$ cat src/rtl/demux_serializer.sv
// demux_serializer: accepts a handshaked (sel, payload) frame and shifts the payload out LSB-first to a demux tree
module demux_serializer #(
  parameter int DATA_W = 8,
  parameter int SEL_W  = 3
) (
  input  logic              clk,
  input  logic              rst_n,
  input  logic              s_valid,
  output logic              s_ready,
  input  logic [SEL_W-1:0]  s_sel,
  input  logic [DATA_W-1:0] s_data,
  output logic              dmx_in,
  output logic [SEL_W-1:0]  dmx_sel,
  output logic              dmx_en,
  output logic              busy,
  output logic              done
);
  localparam int CW = (DATA_W > 1) ? $clog2(DATA_W) : 1;
  typedef enum logic [1:0] {IDLE, SHIFT, DONE} state_t;
  state_t            state;
  logic [DATA_W-1:0] sh;
  logic [DATA_W-1:0] sh_nx;
  logic [CW-1:0]     cnt;
  logic              last;
  always_comb begin
    sh_nx   = sh >> 1;
    last    = cnt == CW'(DATA_W - 1);
    s_ready = state == IDLE;
  end
  // dmx_in is registered one step ahead so it always equals the current shift_reg[0]
  always_ff @(posedge clk or negedge rst_n)
    if (!rst_n) begin
      state   <= IDLE;
      sh      <= '0;
      cnt     <= '0;
      dmx_sel <= '0;
      dmx_in  <= 1'b0;
      dmx_en  <= 1'b0;
      busy    <= 1'b0;
      done    <= 1'b0;
    end else begin
      case (state)
        IDLE: if (s_valid) begin
          state   <= SHIFT;
          sh      <= s_data;
          dmx_sel <= s_sel;
          cnt     <= '0;
          dmx_in  <= s_data[0];
          dmx_en  <= 1'b1;
          busy    <= 1'b1;
        end
        SHIFT: begin
          sh     <= sh_nx;
          cnt    <= cnt + 1'b1;
          state  <= last ? DONE : SHIFT;
          dmx_in <= last ? 1'b0 : sh_nx[0];
          dmx_en <= !last;
          done   <= last;
        end
        DONE: begin
          state <= IDLE;
          done  <= 1'b0;
          busy  <= 1'b0;
        end
        default: begin
          state  <= IDLE;
          dmx_en <= 1'b0;
          dmx_in <= 1'b0;
          done   <= 1'b0;
          busy   <= 1'b0;
        end
      endcase
    end
endmodule

$ cat config.mk
export PLATFORM = sky130hd
export DESIGN_NAME = demux_serializer
export DESIGN_NICKNAME = d
export VERILOG_FILES = /design/src/rtl/demux_serializer.sv
export SDC_FILE = /design/constraint.sdc
export NUM_CORES = 1
export LEC_CHECK = 0
export ABC_AREA = 1
export CORE_MARGIN = 2
export CORE_UTILIZATION = 42
export CTS_CLUSTER_SIZE = 10
export DETAILED_ROUTE_END_ITERATION = 10
export GPL_TIMING_DRIVEN = 0
export PLACE_DENSITY = 0.73
export SYNTH_ARGS = -nofsm -noshare
export SYNTH_HDL_FRONTEND = slang
export SYNTH_SLANG_ARGS = --single-unit
$ cat constraint.sdc
create_clock -name clk -period 1 [get_ports clk]
set_input_delay 0.25 -clock clk [delete_from_list [all_inputs] [get_ports clk]]
set_output_delay 0.25 -clock clk [all_outputs]
set_load 0.005 [all_outputs]
==> results.cfg <==
[run_status]
outcome = complete, but fails checks
violations = negative setup slack

[cells_and_area]
n_antenna_cell = 0
multi_input_area_um2 = 414.1
area_growth_pct = 44.68
finalInstanceArea_mm2 = 0.001260
fin_util = 0.6422
fin_nets = 160
final_cells = 170
fillCellCount = 184
seq_area_um2 = 478.0
drive_gt1_frac = 0.2517

[run]
drv_cap = 0

[sta]
setup_slack_ns = -0.1988
finalCriticalPeriod_ns = 1.199
clock-skew-final_ns = 0.01208
whs_ns = 0.1477
fin_crit_sh = 1.199
worst_pin_slew_ns = 0.8080
fmax_mhz = 834.1
rsz0062_at_grt = true
hold_viol_final = 0
setup_violations = 27
slew_viol_final = 0
setup_tns_ns = -2.707
max_slew_margin = 0.4613

[placement]
portBuffers = 21
dp.cells = 156
post-place-ws_ns = -0.3759
gp_congestion = 0.7273
dpl-instance-area_mm2 = 0.001139
dp_hpwl_um = 1246

[clock_network]
htreeDepth = 1
cts_inserted_buffers = 3
clockBufferDepth = 2
cts_sinks = 19
root_buffer = clkbuf_4
cts.clk_slew.worst_paths_ns = 0.11
cts_tree = built
clkLatencyLatePin_ns = 0.29

[worst_hold_path]
hold_path.class = input port to asynchronous set/reset pin

[worst_setup_path]
path_max_fanout = 2
crit_required_ns = 0.75
timing_worst_setup_path_type = flip-flop to output pin
reg2reg_from = state[0]$_DFFE_PN0P_
arrival_ns = 0.95
reg2reg_to = cnt[1]$_DFFE_PN0P_
setup.worst_path.end_class = output pin
startpoint_type = flip-flop
rr_worst_depth = 6
ff2ff_setup_slack_ns = -0.16

[floorplan]
die_area_mm2 = 0.002454
coreArea_mm2 = 0.001962
pin_count = 22
start_util = 0.4439
die_w_um = 49.54
fp-row-count = 16
die_y_um = 49.54

[route]
ant_nets = 0
vias_per_cell = 4.888
drt-pass1-iter-count = 5
drtIter0Drc = 13
wire_per_inst_um = 11.70
route.vias.total = 831
drcViolationCount = 0
drt_wl_total_um = 1989

[yosys]
netlist_area_um2 = 870.8
synthTopCellsByCount = 58 x nand2_1, 19 x dfrtp_1, 10 x nand3_1, 5 x inv_1, 4 x nor2_1
synth-async-reset-ratio = 1.000
synth_edf_count = 0
synth_top_flop_cell = dfrtp_1
synth_area_leader_cell = dfrtp_1
yosysUniqueCellTypes = 13
ys_warn_count = 0
synth-seq-cells = 19
synth_top_area_frac = 0.5460
syn-num-nets = 124
yosysMostFrequentCell = nand2_1
seq_area_frac_synth = 0.5460
synthTopCellsByArea = dfrtp_1 55%, nand2_1 25%, nand3_1 5.7%, ha_1 2.9%, inv_1 2.2%
syn_inst = 108
avgSynthCellArea_um2 = 8.063

[global_routing]
busiest_layer = met2
grt_max_degree = 20
grt_pass1_wl_um = 3422
grtUsageMet2 = 0.2978
grt.met3_usage = 0.02727
grt_pass1_vias = 788
antenna_found_initial = 0
grt-ovfl-total = 0
use_met1 = 0.2480
grt_usage = 0.1796

[power]
cellPowerDensity_mw_per_mm2 = 2956
power_mw = 3.725
p_leak_nw = 0.6609
vdd_drop_max_mv = 1.532
## routing by layer
metal  vias up  routed length (um)
met3         2                  69
li1        407                   -
met5         -                   0
met2        19                1056
met4         0                  10
met1       403                 853
## logic make-up after synthesis
logic type	Yosys count	synth area share
AO/OA/AOI/OAI	3	0.01724
flip-flops	19	0.5460
buffers and inverters	9	0.05603
AND/OR/NAND/NOR	75	0.3520
adder cells (fa/ha/maj)	2	0.02873
## final cells by class
type / instances / area share
clock buffer: 4 / 0.02085
timing repair buffer: 31 / 0.1996
sequential: 19 / 0.3793
buffer: 3 / 0.02681
tap: 27 / 0.02681
inverter: 6 / 0.01787
multi-input combinational: 80 / 0.3287
## timing repair
| item | 4_1_cts | 5_1_grt |
|---|---|---|
| hold buffers | 0 | 0 |
| pin swaps | 1 | 1 |
| cloned | 2 | 0 |
| setup endpoints to repair | 46 | 27 |
| resized for setup | 47 | 2 |
| setup buffers | 5 | 3 |
## registers in the layout, summed over array words and instances (netlist names)
signal and flops:
sh 7, cnt 3, dmx_sel 3, state 2, busy 1, dmx_en 1
dmx_in 1, done 1
## how the worst max path moves through the flow
stage | startpoint | to | slack, ns
4_1_cts | state[0]$_DFFE_PN0P_ | s_ready | -0.21
2_1_floorplan | cnt[0]$_DFFE_PN0P_ | dmx_in$_DFFE_PN0P_ | -0.02
6_report | state[0]$_DFFE_PN0P_ | s_ready | -0.20
3_5_place_dp | state[0]$_DFFE_PN0P_ | s_ready | -0.38
3_3_place_gp | state[0]$_DFFE_PN0P_ | s_ready | -0.35
5_1_grt | state[0]$_DFFE_PN0P_ | s_ready | -0.25
## power by group
group / switching [mW] / internal, mW / leakage (nW)
combinational: 1.08 / 0.948 / 0.414
sequential: 0.199 / 1.11 / 0.232
clock: 0.227 / 0.155 / 0.0150
## cells in the final DEF, fill, tap and decap left out, drive strengths merged
master         Yosys  routed
clkbuf             0       4
buf                3      21
dlygate4sd2        0       1
nand3             10      10
nor2               5       5
clkdlybuf4s50      0      12
ha                 2       2
o21ai              1       1
inv                6       6
a21oi              2       2
nand2             60      60
dfrtp             19      19
## critical path: stages (launching register included)
cell and delay (ns):
dfrtp_2 0.43, nor2_4 0.12, buf_2 0.12
No activity file was read; power rests on OpenSTA's default activity.
